### src/rtl/drum_game_ctrl_if.sv
// Board-side and timer-side signal bundle for drum_game_ctrl.
// The slave modport is the controller's view; master is the driver/observer view.
interface drum_game_ctrl_if;
  logic       start_i;
  logic       hat_hit_i;
  logic       cymbal_hit_i;
  logic       tom_hit_i;
  logic [5:0] seconds_i;
  logic       timer_reset_o;
  logic       timer_enable_o;
  logic [1:0] prompt_o;
  logic [2:0] hit_o;
  logic [7:0] score_o;
  logic [7:0] miss_o;
  logic [1:0] state_o;
  logic       game_over_o;

  modport slave (
    input  start_i, hat_hit_i, cymbal_hit_i, tom_hit_i, seconds_i,
    output timer_reset_o, timer_enable_o, prompt_o, hit_o, score_o, miss_o,
           state_o, game_over_o
  );

  modport master (
    output start_i, hat_hit_i, cymbal_hit_i, tom_hit_i, seconds_i,
    input  timer_reset_o, timer_enable_o, prompt_o, hit_o, score_o, miss_o,
           state_o, game_over_o
  );
endinterface

### src/rtl/drum_game_ctrl.sv
// Drum game sequencer: debounced pads, fixed-priority hit arbiter, LFSR prompts, round FSM.
// Optional macro DRUM_PENALTY_EN: a wrong-drum hit in PLAY decrements the score (floor 0).
module drum_game_ctrl #(
  parameter int DEBOUNCE_CYCLES = 250000,
  parameter int ROUND_SECONDS   = 30,
  parameter int PROMPT_CYCLES   = 50000000
) (
  input  logic            clk,
  input  logic            reset,
  drum_game_ctrl_if.slave bus
);
  localparam int DW = $clog2(DEBOUNCE_CYCLES + 1);
  localparam int PW = $clog2(PROMPT_CYCLES + 1);
  localparam logic [DW-1:0] DB_LAST     = DW'(DEBOUNCE_CYCLES - 1);
  localparam logic [PW-1:0] PT_LAST     = PW'(PROMPT_CYCLES - 1);
  localparam logic [5:0]    ROUND_LIMIT = 6'(ROUND_SECONDS);

  typedef enum logic [1:0] {
    S_IDLE = 2'd0,
    S_ARM  = 2'd1,
    S_PLAY = 2'd2,
    S_OVER = 2'd3
  } state_t;

  function automatic logic [7:0] sat_inc(input logic [7:0] v);
    return (v == 8'hFF) ? v : v + 8'd1;
  endfunction

`ifdef DRUM_PENALTY_EN
  function automatic logic [7:0] sat_dec(input logic [7:0] v);
    return (v == 8'h00) ? v : v - 8'd1;
  endfunction
`endif

  // Input bit order: 0 hat, 1 cymbal, 2 tom, 3 start
  logic [3:0]    w_raw;
  logic [3:0]    r_sync1;
  logic [3:0]    r_sync2;
  logic [3:0]    r_deb;
  logic [3:0]    r_deb_d;
  logic [DW-1:0] r_db_cnt [4];
  logic [3:0]    w_ev;
  logic [2:0]    w_win;

  state_t        r_state;
  state_t        w_state_nxt;
  logic [3:0]    r_lfsr;
  logic [1:0]    w_new_prompt;
  logic [1:0]    r_prompt;
  logic [1:0]    w_prompt_nxt;
  logic [2:0]    w_prompt_hot;
  logic [2:0]    r_hit;
  logic [7:0]    r_score;
  logic [7:0]    w_score_nxt;
  logic [7:0]    r_miss;
  logic [7:0]    w_miss_nxt;
  logic [PW-1:0] r_ptmr;
  logic [PW-1:0] w_ptmr_nxt;
  logic          r_tmr_rst;
  logic          r_tmr_en;
  logic          r_over;
  logic          w_correct;
  logic          w_round_end;
`ifdef DRUM_PENALTY_EN
  logic          w_wrong;
`endif

  assign w_raw = {bus.start_i, bus.tom_hit_i, bus.cymbal_hit_i, bus.hat_hit_i};

  // Stage: two-flop synchronizer and debounce counters
  always_ff @(posedge clk) begin
    if (reset) begin
      r_sync1 <= '0;
      r_sync2 <= '0;
      r_deb   <= '0;
      r_deb_d <= '0;
      for (int i = 0; i < 4; i++) r_db_cnt[i] <= '0;
    end else begin
      r_sync1 <= w_raw;
      r_sync2 <= r_sync1;
      r_deb_d <= r_deb;
      for (int i = 0; i < 4; i++) begin
        if (r_sync2[i] == r_deb[i]) begin
          r_db_cnt[i] <= '0;
        end else if (r_db_cnt[i] == DB_LAST) begin
          r_deb[i]    <= r_sync2[i];
          r_db_cnt[i] <= '0;
        end else begin
          r_db_cnt[i] <= r_db_cnt[i] + DW'(1);
        end
      end
    end
  end

  assign w_ev = r_deb & ~r_deb_d;

  always_comb begin
    w_win = 3'b000;
    if (w_ev[0])      w_win = 3'b001;
    else if (w_ev[1]) w_win = 3'b010;
    else if (w_ev[2]) w_win = 3'b100;
  end

  always_comb begin
    w_prompt_hot = 3'b000;
    case (r_prompt)
      2'd1:    w_prompt_hot = 3'b001;
      2'd2:    w_prompt_hot = 3'b010;
      2'd3:    w_prompt_hot = 3'b100;
      default: w_prompt_hot = 3'b000;
    endcase
  end

  assign w_new_prompt = 2'(r_lfsr % 4'd3) + 2'd1;
  assign w_correct    = (r_hit != 3'b000) && (r_hit == w_prompt_hot);
  assign w_round_end  = (bus.seconds_i >= ROUND_LIMIT);
`ifdef DRUM_PENALTY_EN
  assign w_wrong      = (r_hit != 3'b000) && !w_correct;
`endif

  always_ff @(posedge clk) begin
    if (reset) r_state <= S_IDLE;
    else       r_state <= w_state_nxt;
  end

  // Round-end wins over hits and timeouts; a hit wins over a same-cycle timeout
  always_comb begin
    w_state_nxt  = r_state;
    w_score_nxt  = r_score;
    w_miss_nxt   = r_miss;
    w_prompt_nxt = r_prompt;
    w_ptmr_nxt   = r_ptmr;
    case (r_state)
      S_IDLE: begin
        w_prompt_nxt = 2'd0;
        if (w_ev[3]) w_state_nxt = S_ARM;
      end
      S_ARM: begin
        w_score_nxt  = 8'd0;
        w_miss_nxt   = 8'd0;
        w_ptmr_nxt   = '0;
        w_prompt_nxt = w_new_prompt;
        w_state_nxt  = S_PLAY;
      end
      S_PLAY: begin
        if (w_round_end) begin
          w_state_nxt  = S_OVER;
          w_prompt_nxt = 2'd0;
        end else if (w_correct) begin
          w_score_nxt  = sat_inc(r_score);
          w_prompt_nxt = w_new_prompt;
          w_ptmr_nxt   = '0;
        end else begin
`ifdef DRUM_PENALTY_EN
          if (w_wrong) w_score_nxt = sat_dec(r_score);
`endif
          if (r_ptmr == PT_LAST) begin
            w_miss_nxt   = sat_inc(r_miss);
            w_prompt_nxt = w_new_prompt;
            w_ptmr_nxt   = '0;
          end else begin
            w_ptmr_nxt = r_ptmr + PW'(1);
          end
        end
      end
      S_OVER: begin
        w_prompt_nxt = 2'd0;
        if (w_ev[3]) w_state_nxt = S_ARM;
      end
      default: w_state_nxt = S_IDLE;
    endcase
  end

  // Stage: registered datapath and outputs
  always_ff @(posedge clk) begin
    if (reset) begin
      r_lfsr    <= 4'b1001;
      r_hit     <= 3'b000;
      r_score   <= 8'd0;
      r_miss    <= 8'd0;
      r_prompt  <= 2'd0;
      r_ptmr    <= '0;
      r_tmr_rst <= 1'b1;
      r_tmr_en  <= 1'b0;
      r_over    <= 1'b0;
    end else begin
      r_lfsr    <= {r_lfsr[2:0], r_lfsr[3] ^ r_lfsr[2]};
      r_hit     <= (r_state == S_PLAY) ? w_win : 3'b000;
      r_score   <= w_score_nxt;
      r_miss    <= w_miss_nxt;
      r_prompt  <= w_prompt_nxt;
      r_ptmr    <= w_ptmr_nxt;
      r_tmr_rst <= (w_state_nxt == S_IDLE) || (w_state_nxt == S_ARM);
      r_tmr_en  <= (w_state_nxt == S_PLAY);
      r_over    <= (w_state_nxt == S_OVER);
    end
  end

  assign bus.timer_reset_o  = r_tmr_rst;
  assign bus.timer_enable_o = r_tmr_en;
  assign bus.prompt_o       = r_prompt;
  assign bus.hit_o          = r_hit;
  assign bus.score_o        = r_score;
  assign bus.miss_o         = r_miss;
  assign bus.state_o        = r_state;
  assign bus.game_over_o    = r_over;
endmodule

### src/flat_wrapper.sv
// flat-port wrapper written by rule: the top's interface ports become plain ports
module drum_game_ctrl_flat 
#(
  parameter int DEBOUNCE_CYCLES = 250000,
  parameter int ROUND_SECONDS   = 30,
  parameter int PROMPT_CYCLES   = 50000000
)
  (clk, reset, bus_start_i, bus_hat_hit_i, bus_cymbal_hit_i, bus_tom_hit_i, bus_seconds_i, bus_timer_reset_o, bus_timer_enable_o, bus_prompt_o, bus_hit_o, bus_score_o, bus_miss_o, bus_state_o, bus_game_over_o);
  drum_game_ctrl_if bus_i ();
  input  logic clk;
  input  logic reset;
  input wire logic [$bits(bus_i.start_i)-1:0] bus_start_i;
  input wire logic [$bits(bus_i.hat_hit_i)-1:0] bus_hat_hit_i;
  input wire logic [$bits(bus_i.cymbal_hit_i)-1:0] bus_cymbal_hit_i;
  input wire logic [$bits(bus_i.tom_hit_i)-1:0] bus_tom_hit_i;
  input wire logic [$bits(bus_i.seconds_i)-1:0] bus_seconds_i;
  output wire logic [$bits(bus_i.timer_reset_o)-1:0] bus_timer_reset_o;
  output wire logic [$bits(bus_i.timer_enable_o)-1:0] bus_timer_enable_o;
  output wire logic [$bits(bus_i.prompt_o)-1:0] bus_prompt_o;
  output wire logic [$bits(bus_i.hit_o)-1:0] bus_hit_o;
  output wire logic [$bits(bus_i.score_o)-1:0] bus_score_o;
  output wire logic [$bits(bus_i.miss_o)-1:0] bus_miss_o;
  output wire logic [$bits(bus_i.state_o)-1:0] bus_state_o;
  output wire logic [$bits(bus_i.game_over_o)-1:0] bus_game_over_o;
  assign bus_i.start_i = bus_start_i;
  assign bus_i.hat_hit_i = bus_hat_hit_i;
  assign bus_i.cymbal_hit_i = bus_cymbal_hit_i;
  assign bus_i.tom_hit_i = bus_tom_hit_i;
  assign bus_i.seconds_i = bus_seconds_i;
  assign bus_timer_reset_o = bus_i.timer_reset_o;
  assign bus_timer_enable_o = bus_i.timer_enable_o;
  assign bus_prompt_o = bus_i.prompt_o;
  assign bus_hit_o = bus_i.hit_o;
  assign bus_score_o = bus_i.score_o;
  assign bus_miss_o = bus_i.miss_o;
  assign bus_state_o = bus_i.state_o;
  assign bus_game_over_o = bus_i.game_over_o;
  drum_game_ctrl #(.DEBOUNCE_CYCLES(DEBOUNCE_CYCLES), .ROUND_SECONDS(ROUND_SECONDS), .PROMPT_CYCLES(PROMPT_CYCLES)) u_core (.clk(clk), .reset(reset), .bus(bus_i));
endmodule
### config.mk
export PLATFORM = sky130hd
export DESIGN_NAME = drum_game_ctrl_flat
export DESIGN_NICKNAME = d
export VERILOG_FILES = /design/src/rtl/drum_game_ctrl_if.sv /design/src/rtl/drum_game_ctrl.sv /design/src/flat_wrapper.sv
export SDC_FILE = /design/constraint.sdc
export NUM_CORES = 1
export LEC_CHECK = 0
export CAP_MARGIN = 20
export CORE_ASPECT_RATIO = 0.5
export CORE_MARGIN = 1.5
export CORE_UTILIZATION = 60
export CTS_CLUSTER_DIAMETER = 100
export DETAILED_ROUTE_END_ITERATION = 8
export MAX_ROUTING_LAYER = met4
export PLACE_DENSITY = 0.8
export SYNTH_ARGS = -nofsm -noshare
export SYNTH_HDL_FRONTEND = slang
export SYNTH_SLANG_ARGS = --single-unit
### constraint.sdc
create_clock -name clk -period 6 [get_ports clk]
set_clock_uncertainty 0.15 [all_clocks]
set_input_delay 0.6 -clock clk [delete_from_list [all_inputs] [get_ports clk]]
set_output_delay 0.6 -clock clk [all_outputs]
set_load 0.005 [all_outputs]
; ---- After elaboration in Yosys (flattened, before gate mapping)
; Memory sizes are Yosys's and may differ from the RTL's.
; Cells that the tools add are included.
[classes]
n_reduce_logical = 17
addsub = 8
n_shift = 0
multipliers = 0
div = 1
n_eq_ne = 28
bitwise = 20
mux = 82
magnitude_cmp = 1
[ops]
columns = cell, count
row1 = 18-bit two-way mux, 12
row2 = 26-bit two-way mux, 3
row3 = "18-bit by 1-bit adder with 18-bit output, second input constant", 4
row4 = "18-bit equality test, second input constant", 4
row5 = 8-bit two-way mux, 7
row6 = 26-bit one-hot mux with 2 select lines, 1
row7 = 1-bit two-way mux, 47
row8 = 8-bit one-hot mux with 2 select lines, 2
row9 = "26-bit by 1-bit adder with 26-bit output, second input constant", 1
row10 = "26-bit equality test, second input constant", 1
row11 = "8-bit by 1-bit adder with 8-bit output, second input constant", 2
row12 = "8-bit equality test, second input constant", 2
row13 = "2-bit equality test, second input constant", 6
row14 = 2-bit two-way mux, 6
row15 = 1-bit OR, 12
row16 = 2-bit one-hot mux with 3 select lines, 2
row17 = 2-bit AND reduction, 5
row18 = 3-bit one-hot mux with 3 select lines, 1
row19 = "2-bit != test, second input constant", 4
row20 = "2-bit by 1-bit equality test with 1-bit output, second input constant", 3
row21 = "6-bit by 5-bit greater-or-equal comparator with 1-bit output, second input constant", 1
row22 = 1-bit inverter, 5
row23 = 5-bit AND reduction, 1
row24 = 4-bit AND, 1
row25 = 18 further kinds, 24
[totals]
elab_cells = 177
rom_bits = 0
ram_bits = 72
input_bits = 12
regBits = 72
latchBits = 0
n_memories = 1
output_inout_bits = 26
[mem_list]
columns = memory, words, width, rd, rd_ports_with_merged_regs, wr, line_no
row1 = u_core.r_db_cnt, 4, 18, 4, 0, 4, drum_game_ctrl.sv:41  ; logic [DW-1:0] r_db_cnt [4];

; ---- Depth between registers and ports, before layout
; Gate-level depths: netlist of run 1.
; An unclocked memory read counts as a cell.
[depth]
depth_word = 8
ltp_mapped = 13
ltp_nobuf = 13

; ---- Least setup slack after synthesis of run 1
; No wires, ideal clock.
[synth_timing]
path_kind = reg-to-reg
start = mem u_core.r_db_cnt[1][4] in the netlist's numbering
end = mem u_core.r_db_cnt[1][10] in the netlist's numbering, data pin
period_less_slack_ns = 2.532
n_path_buf = 2
setup_ns = 0.257
t_required_ns = 5.593
slack_ns = 3.468
arrival_ns = 2.126
path_stages_with_launch = 8
path_cell_list = edfxtp_1 or4b_1 or3_1 nor4_1 or3_1 buf_2 buf_2 nor2_1
[synth_lines]
columns = item, line_no
row1 = from (decl), drum_game_ctrl.sv:41

==> results of run 1 <==
[critical path: stages (launching register included)]
cell and delay [ns]:
edfxtp_1 0.48, or4b_2 0.69, nor4_1 0.74, or3_1 0.62, nor2_1 0.12
[power groups by stage]
stage	logic, mW	registers (mW)	clock network (mW)
global placement	0.241	1.13	0
finish	0.250	1.11	1.02
floorplan	0.186	1.12	0
global route	0.280	1.12	1.07
CTS	0.249	1.11	1.03
detailed placement	0.245	1.13	0
[kinds of logic after synthesis]
logic type	share of synthesized area [%]
xor gates and xnor gates	11.5
buffers and inverters	2.61
other	0.0540
AOI/OAI and AO/OA	4.96
DFF	51.9
and+or+nand+nor	25.7
muxes	0.721
adders and majority gates	2.52
[cell type report]
type	count	area share [%]
timing repair buffer	38	4.56
clock buffer	18	5.21
multi-input combinational	595	41.6
sequential	144	43.8
tap	145	2.20
inverter	22	1.00
clock inverter	14	1.72
[registers in the layout, indices dropped and copies added (netlist names), 3 cells and up]
name / flops
u_core.r_db_cnt: 72
u_core.r_ptmr: 26
u_core.bus.miss_o: 8
u_core.bus.score_o: 8
u_core.r_deb: 4
u_core.r_deb_d: 4
u_core.r_lfsr: 4
u_core.r_sync1: 4
u_core.r_sync2: 4
u_core.bus.hit_o: 3
[routing by layer]
| metal | track usage [%] | up-vias |
|---|---|---|
| met5 | - | - |
| met1 | 28.7 | 2484 |
| met3 | 4.64 | 16 |
| met2 | 38.8 | 76 |
| li1 | - | 2631 |
| met4 | 9.23 | 0 |
[worst max path at each step]
stage                                from                     end  slack [ns]  depth (start not counted)
floorplan           u_core.r_db_cnt[1][4]  u_core.r_db_cnt[1][10]        3.47                          7
global placement         bus_seconds_i[1]    u_core.bus.miss_o[3]        2.98                          7
detailed placement       bus_seconds_i[1]       u_core.r_ptmr[19]        2.96                          7
CTS                 u_core.r_db_cnt[2][9]   u_core.r_db_cnt[2][6]        2.93                          4
global route        u_core.r_db_cnt[2][9]   u_core.r_db_cnt[2][6]        2.81                          4
finish              u_core.r_db_cnt[2][9]   u_core.r_db_cnt[2][4]        2.92                          4
[cells in the final DEF (no fill, tap or decap), drive strengths merged, types with 2 or more instances in the layout]
master and count:
nor3 13, nor4 6, or2 6, xor2 44, and3 16, a2111oi 2
buf 2, nor4b 4, ha 14, nor2 132, and2 4, nand3 46
mux2i 5, xnor2 47, a21oi 24, inv 23, or4b 4, nand4b 2
a31oi 2, nand4 22, and4 4, o21ai 19, dfxtp 72, and3b 2
edfxtp 72, or3 20, bufinv 2, clkbuf 18, clkinv 7, clkdlybuf4s50 36
nand3b 7, nor2b 19, nand2b 5, o31ai 2, clkinvlp 4, conb 72
o31a 2, or4 3, a211o 2, nand2 37
==> metrics, run 1 <==
Net Sw Frac=25.3%; count of final setup violators=0; placed cell areas=7660 um2; synthesized flop and latch total=144; highest routed layer=met4; FF-to-FF Start=u_core.r_db_cnt[2][9]; PostCTS Resize Cnt=0; Max VDD drop=0.000195 V; count of unique library cells instantiated by Yosys=50; Register Area=3600 um2; Final Max Tran Viols=0; switching power=0.602 mW; Seq/Total Area, Yosys=51.9%; Placed Cells incl. Taps=944; die width=155 um; Synth area leaders=edfxtp_1, dfxtp_1, nor2_1; Arr. time, crit path=3.07 ns; flop2flop setup slack=2.92 ns; f_max=325 MHz; dpl ws=2.96 ns; min-delay worst type=flip-flop to flip-flop; crit path kind=flip-flop to flip-flop; Hold Buf Count CTS=0; DRC violations left=0; PnR worst setup slack=2.92 ns; Hold Crit Endpoint=u_core.bus.hit_o[2]; synthesized instance count=713; Tmin final=3.08 ns; Slew Limit Headroom=43.8%; die height=79.1 um; Final Hold Viols=0; antenna violations before repair=0; clk_lat worst skew=0.41 ns; unrepaired setup endpoints after global routing=no; RePlAce Congestion=0.812; first-pass GRT wire length=22.1 mm; GRT Total Usage=23.4%; initial drt markers=212; ratio of cells with drive above 1 in the final layout=5.29%; CTS clock-pin slew for the worst setup and hold paths=0.06 ns; area of the mapped netlist=6940 um2; Final nets=844; most frequent cell after synthesis=nor2_1; cell area after layout=8240 um2; Rows=27; M1 WL=6.23 mm; drt total wl=13.0 mm; total CTS buffers=17; met2 wire length=6.22 mm; fin cells=976; FF-to-FF path depth=4; largest net degree at the start of global routing=38; logic gate share of total power=10.5%; Worst Tran Pin Value=0.836 ns; Ys Warns=0; Worst Hold Launch=u_core.r_deb_d[2]; Post-CTS Setup Inserts=0; Critical Path RT=5.99 ns; CTS tree=built; worst hold margin=0.255 ns; Yosys top cell by area=edfxtp_1; DP Wirelength=8.66 mm; IO Port Bufs=36; fillers=799; maximum fanout along the worst path=18; P&R area growth vs syn=18.7%; CTS Root Cell=clkbuf_16; number of global-route vias before repair=4948; Lkg Pwr=2.91 nW; EDFF count, synth=72; Setup TNS=0 ns; maxcap violations=0; Internal Power=1.78 mW; Clock Power Share=42.8%; crit share post-route=51.3%; GRT overflow=0; asr flop ratio synth=0%; Crit. End Element=flip-flop; H-Tree Depth=4; core area=11100 um2; top_reg_cell synth=edfxtp_1; IO Count=38; Die Area=12300 um2; antenna-violating nets left=0; area occupied by multi-input gates=3420 um2; Bufs on Longest Clock Path=2; metal3 WL=405 um; Final Core Density=74.1%; post-synth top area share=31.2%; Worst R2R End=u_core.r_db_cnt[2][4]; via count=5207; Pwr per Cell Area=289 nW/um2; hold-critical path depth=1; first drt pass iteration count=4; Starting Density=62.4%; Flop pwr share=46.7%; CTS sink cnt=144; outcome=finished, final reports clean; vias per inst=5.34; Tot Pwr=2.38 mW; Avg Cell Area, Syn=9.73 um2; startpoint types=flip-flop; Synth top cells by count=nor2_1, dfxtp_1, edfxtp_1; n_diodes=0; WL/cell=13.3 um
Power figures use the tool's default switching activity.
==> inputs of run 2 (changes only) <==
- clock period: 6 -> 3.2 ns (I/O delays scaled with it)
==> metrics, run 2 (same netlist as run 1, synthesis figures left out) <==
CTS clock-pin slew for the worst setup and hold paths=0.06 ns; Starting Density=62.4%; clk_lat worst skew=0.41 ns; P&R area growth vs syn=19.7%; most frequent cells in the layout=nor2_1, dfxtp_1, edfxtp_1, conb_1, xnor2_1; Slew Limit Headroom=56.7%; maximum fanout along the worst path=4; ratio of cells with drive above 1 in the final layout=5.86%; Worst R2R End=u_core.bus.prompt_o[1]; Rows=27; Die Area=12300 um2; die height=79.1 um; Tmin final=2.66 ns; Max stage delay on crit path=0.36 ns; CTS tree=built; critical-path cell list=inv_1, ha_1, ha_1, inv_1, ha_1, nand3_1, o21ai_0, ha_1, a2111oi_0, a31oi_1, mux2i_1, nand4b_1, o211ai_1; first-pass GRT wire length=23.0 mm; startpoint types=flip-flop; Lkg Pwr=2.96 nW; Largest register FFs=72; CTS sink cnt=144; Max VDD drop=0.000369 V; Crit. End Element=flip-flop; PnR worst setup slack=0.536 ns; via count=5249; crit path kind=flip-flop to flip-flop; Hold Buf Count CTS=0; GRT overflow=0; antenna violations before repair=0; FF-to-FF path depth=13; RePlAce Congestion=0.814; Final nets=849; hold-critical path depth=1; Arr. time, crit path=2.84 ns; flop2flop setup slack=0.54 ns; Critical Path Start=u_core.r_lfsr[3]; antenna-violating nets left=0; DRC violations left=0; Final Max Tran Viols=0; FF-to-FF Start=u_core.r_lfsr[3]; die width=155 um; CP dominant cell by count=ha_1; first drt pass iteration count=4; fillers=794; core area=11100 um2; PostCTS Resize Cnt=0; Worst Tran Pin Value=0.650 ns; Final Hold Viols=0; Post-CTS Setup Inserts=0; Worst Hold Launch=u_core.r_deb_d[2]; drt total wl=13.5 mm; CTS Root Cell=clkbuf_16; maxcap violations=0; IO Count=38; Setup TNS=0 ns; WL/cell=13.8 um; Slowest cell on crit path=a2111oi_0; Critical Path RT=3.38 ns; commonest non-fill, non-tap cell in the layout=nor2_1; Hold Crit Endpoint=u_core.bus.hit_o[2]; Top Registers=u_core.r_db_cnt x72, u_core.r_ptmr x26; Bufs on Longest Clock Path=2; unrepaired setup endpoints after global routing=no; dpl ws=0.562 ns; DP Wirelength=8.91 mm; largest net degree at the start of global routing=26; min-delay worst type=flip-flop to flip-flop; f_max=375 MHz; total CTS buffers=17; vias per inst=5.35; n_diodes=0; outcome=finished, final reports clean; H-Tree Depth=4; count of final setup violators=0; number of global-route vias before repair=5093; Pwr per Cell Area=546 nW/um2; crit share post-route=83.3%; GRT Total Usage=24.3%; initial drt markers=302; largest register by flop count=u_core.r_db_cnt; IO Port Bufs=36
[run 2: cell types whose count changed in the layout (fill, tap and decap cells not counted), sizes merged]
cell / change
clkinv: -1
clkbuf: +5
bufinv: -2
buf: +5
clkinvlp: -2
[run 2: worst max path at each step]
stage,depth (start not counted),endpoint,slack [ns]
after floorplan,7,u_core.r_db_cnt[1][10],0.67
after global placement,6,u_core.r_db_cnt[1][14],0.59
after detailed placement,6,u_core.r_db_cnt[1][7],0.56
after CTS,6,u_core.r_db_cnt[1][15],0.55
after global routing,13,u_core.bus.prompt_o[1],0.33
final,13,u_core.bus.prompt_o[1],0.54
[run 2: stage by stage]
| step | cell area, um2 | total power [mW] | hold WS [ns] | util [%] | instances |
|---|---|---|---|---|---|
| after floorplan | 7210 | 2.46 | 0.224 | - | 784 |
| after global placement | 7700 | 2.58 | 0.243 | 69.3 | 949 |
| after CTS | 8310 | 4.57 | 0.259 | 74.8 | 981 |
| after detailed placement | 7700 | 2.60 | 0.240 | 69.3 | 949 |
| after global routing | 8310 | 4.72 | 0.279 | 74.8 | 981 |
| final | 8310 | 4.54 | 0.255 | 74.8 | 981 |
[run 2: report_power, final]
group          total [mW]  switching [mW]  internal [mW]
combinational       0.486           0.299          0.187
clock                1.97           0.767           1.20
sequential           2.09          0.0720           2.01
[run 2: metal layers]
metal | up-vias | track usage [%] | part of all wire (%)
met4 | 0 | 7.88 | 0.75
li1 | 2638 | - | -
met2 | 85 | 41.4 | 49
met1 | 2515 | 29.2 | 47
met3 | 11 | 5.13 | 3.3
met5 | - | - | 0
[run 2: layout make-up]
class / count / area [um2] / area share, %
repair buffers: 43 / 413 / 4.97
well taps: 145 / 181 / 2.18
inverters: 22 / 82.6 / 0.994
flip-flops and latches: 144 / 3600 / 43.4
multi-input cells: 595 / 3420 / 41.2
clock inverters: 9 / 65.1 / 0.783
clock buffers: 23 / 543 / 6.53
[run 2: critical path: cells and delay by family (launching register included)]
kind / cells / cell delay, ns
buffers and inverters: 2 / 0.13
muxes: 1 / 0.24
DFF: 1 / 0.32
AOI/OAI and AO/OA: 4 / 0.71
and+or+nand+nor: 2 / 0.22
adders and majority gates: 4 / 0.82
==> inputs of run 3 (changes only) <==
- clock period: 3.2 -> 2.7 ns (I/O delays scaled with it)
==> metrics, run 3 (same netlist as run 1, synthesis figures left out) <==
total CTS buffers=17; Hold Buf Count CTS=0; number of global-route vias before repair=5033; crit path kind=flip-flop to flip-flop; Critical Path RT=2.90 ns; Slew Limit Headroom=62.7%; GRT Total Usage=24.0%; RePlAce Congestion=0.784; largest net degree at the start of global routing=26; Lkg Pwr=3.05 nW; Final Max Tran Viols=0; Rows=27; Die Area=12300 um2; placed cell areas=7790 um2; Worst Tran Pin Value=0.554 ns; Pwr per Cell Area=648 nW/um2; Top Registers=u_core.r_db_cnt x72, u_core.r_ptmr x26; f_max=388 MHz; Crit. End Element=flip-flop; Final Core Density=76.6%; first-pass GRT wire length=22.6 mm; Placed Cells incl. Taps=958; maximum fanout along the worst path=14; CTS tree=built; clk_lat worst skew=0.42 ns; drt total wl=13.3 mm; CTS clock-pin slew for the worst setup and hold paths=0.06 ns; CTS Root Cell=clkbuf_16; initial drt markers=281; outcome=finished, final reports clean; ratio of cells with drive above 1 in the final layout=8.37%; Max VDD drop=0.000446 V; die height=79.1 um; Starting Density=62.4%; via count=5251; Bufs on Longest Clock Path=2; DRC violations left=0; maxcap violations=0; cell area after layout=8510 um2; GRT overflow=0; IO Port Bufs=36; n_diodes=0; core area=11100 um2; H-Tree Depth=4; Arr. time, crit path=2.77 ns; P&R area growth vs syn=22.6%; min-delay worst type=flip-flop to flip-flop; IO Count=38; Final nets=861; largest register by flop count=u_core.r_db_cnt; WL/cell=13.4 um; fillers=728; count of final setup violators=0; first drt pass iteration count=4; crit share post-route=95.5%; Final Hold Viols=0; worst hold margin=0.255 ns; Largest register FFs=72; fin cells=993; most frequent cells in the layout=nor2_1, edfxtp_1, conb_1; antenna violations before repair=0; die width=155 um; antenna-violating nets left=0; Tmin final=2.58 ns; DP Wirelength=8.77 mm; CTS sink cnt=144; commonest non-fill, non-tap cell in the layout=nor2_1; vias per inst=5.29; startpoint types=flip-flop
## run 3: layout make-up
class / count / area, um2 / area share, %
clock inverter: 6 / 62.6 / 0.735
multi-input combinational: 595 / 3490 / 41.0
sequential: 144 / 3600 / 42.3
tap: 145 / 181 / 2.13
inverter: 22 / 82.6 / 0.970
clock buffer: 26 / 564 / 6.63
timing repair buffer: 55 / 528 / 6.20
## run 3: power by group
group	leakage, nW	internal, mW	switching [mW]
Combinational	1.41	0.257	0.370
Sequential	1.33	2.39	0.0836
Clock	0.312	1.54	0.882
Total	3.05	4.18	1.33
## run 3: what timing repair did
action	in CTS	in global routing
pin swaps	0	3
endpoints found under the setup margin	1	3
buffers inserted	0	3
resized for setup	5	10
## run 3: final timing paths
kind                          start              endpoint  slack [ns]  cells past startpoint
setup reg to reg   u_core.r_ptmr[7]  u_core.bus.miss_o[7]        0.12                      6
setup / recovery   u_core.r_ptmr[7]  u_core.bus.miss_o[7]        0.12                      6
hold reg to reg   u_core.r_deb_d[2]   u_core.bus.hit_o[2]        0.26                      1
hold / removal    u_core.r_deb_d[2]   u_core.bus.hit_o[2]        0.26                      1
## run 3: per-stage QoR
step	setup TNS [ns]	setup slack, ns	power, mW
2_1_floorplan	0	0.168	2.91
3_3_place_gp	0	0.183	3.07
3_5_place_dp	0	0.0530	3.09
4_1_cts	0	0.00135	5.52
5_1_grt	-0.0425	-0.0309	5.73
6_report	0	0.121	5.52
## run 3: layer usage
| layer | global-route usage, % | vias up | wire [um] |
|---|---|---|---|
| met1 | 30.0 | 2469 | 6330 |
| met5 | - | - | 0 |
| met2 | 38.3 | 102 | 6340 |
| li1 | - | 2659 | - |
| met4 | 10.3 | 0 | 182 |
| met3 | 5.08 | 21 | 481 |
## run 3: critical path, stage by stage, from the launching register on
cell and delay (ns):
dfxtp_1 0.35, or4b_1 0.52, nor3_1 0.18, nand3_1 0.20
o31a_4 0.46, or4_1 0.48, a21oi_1 0.16
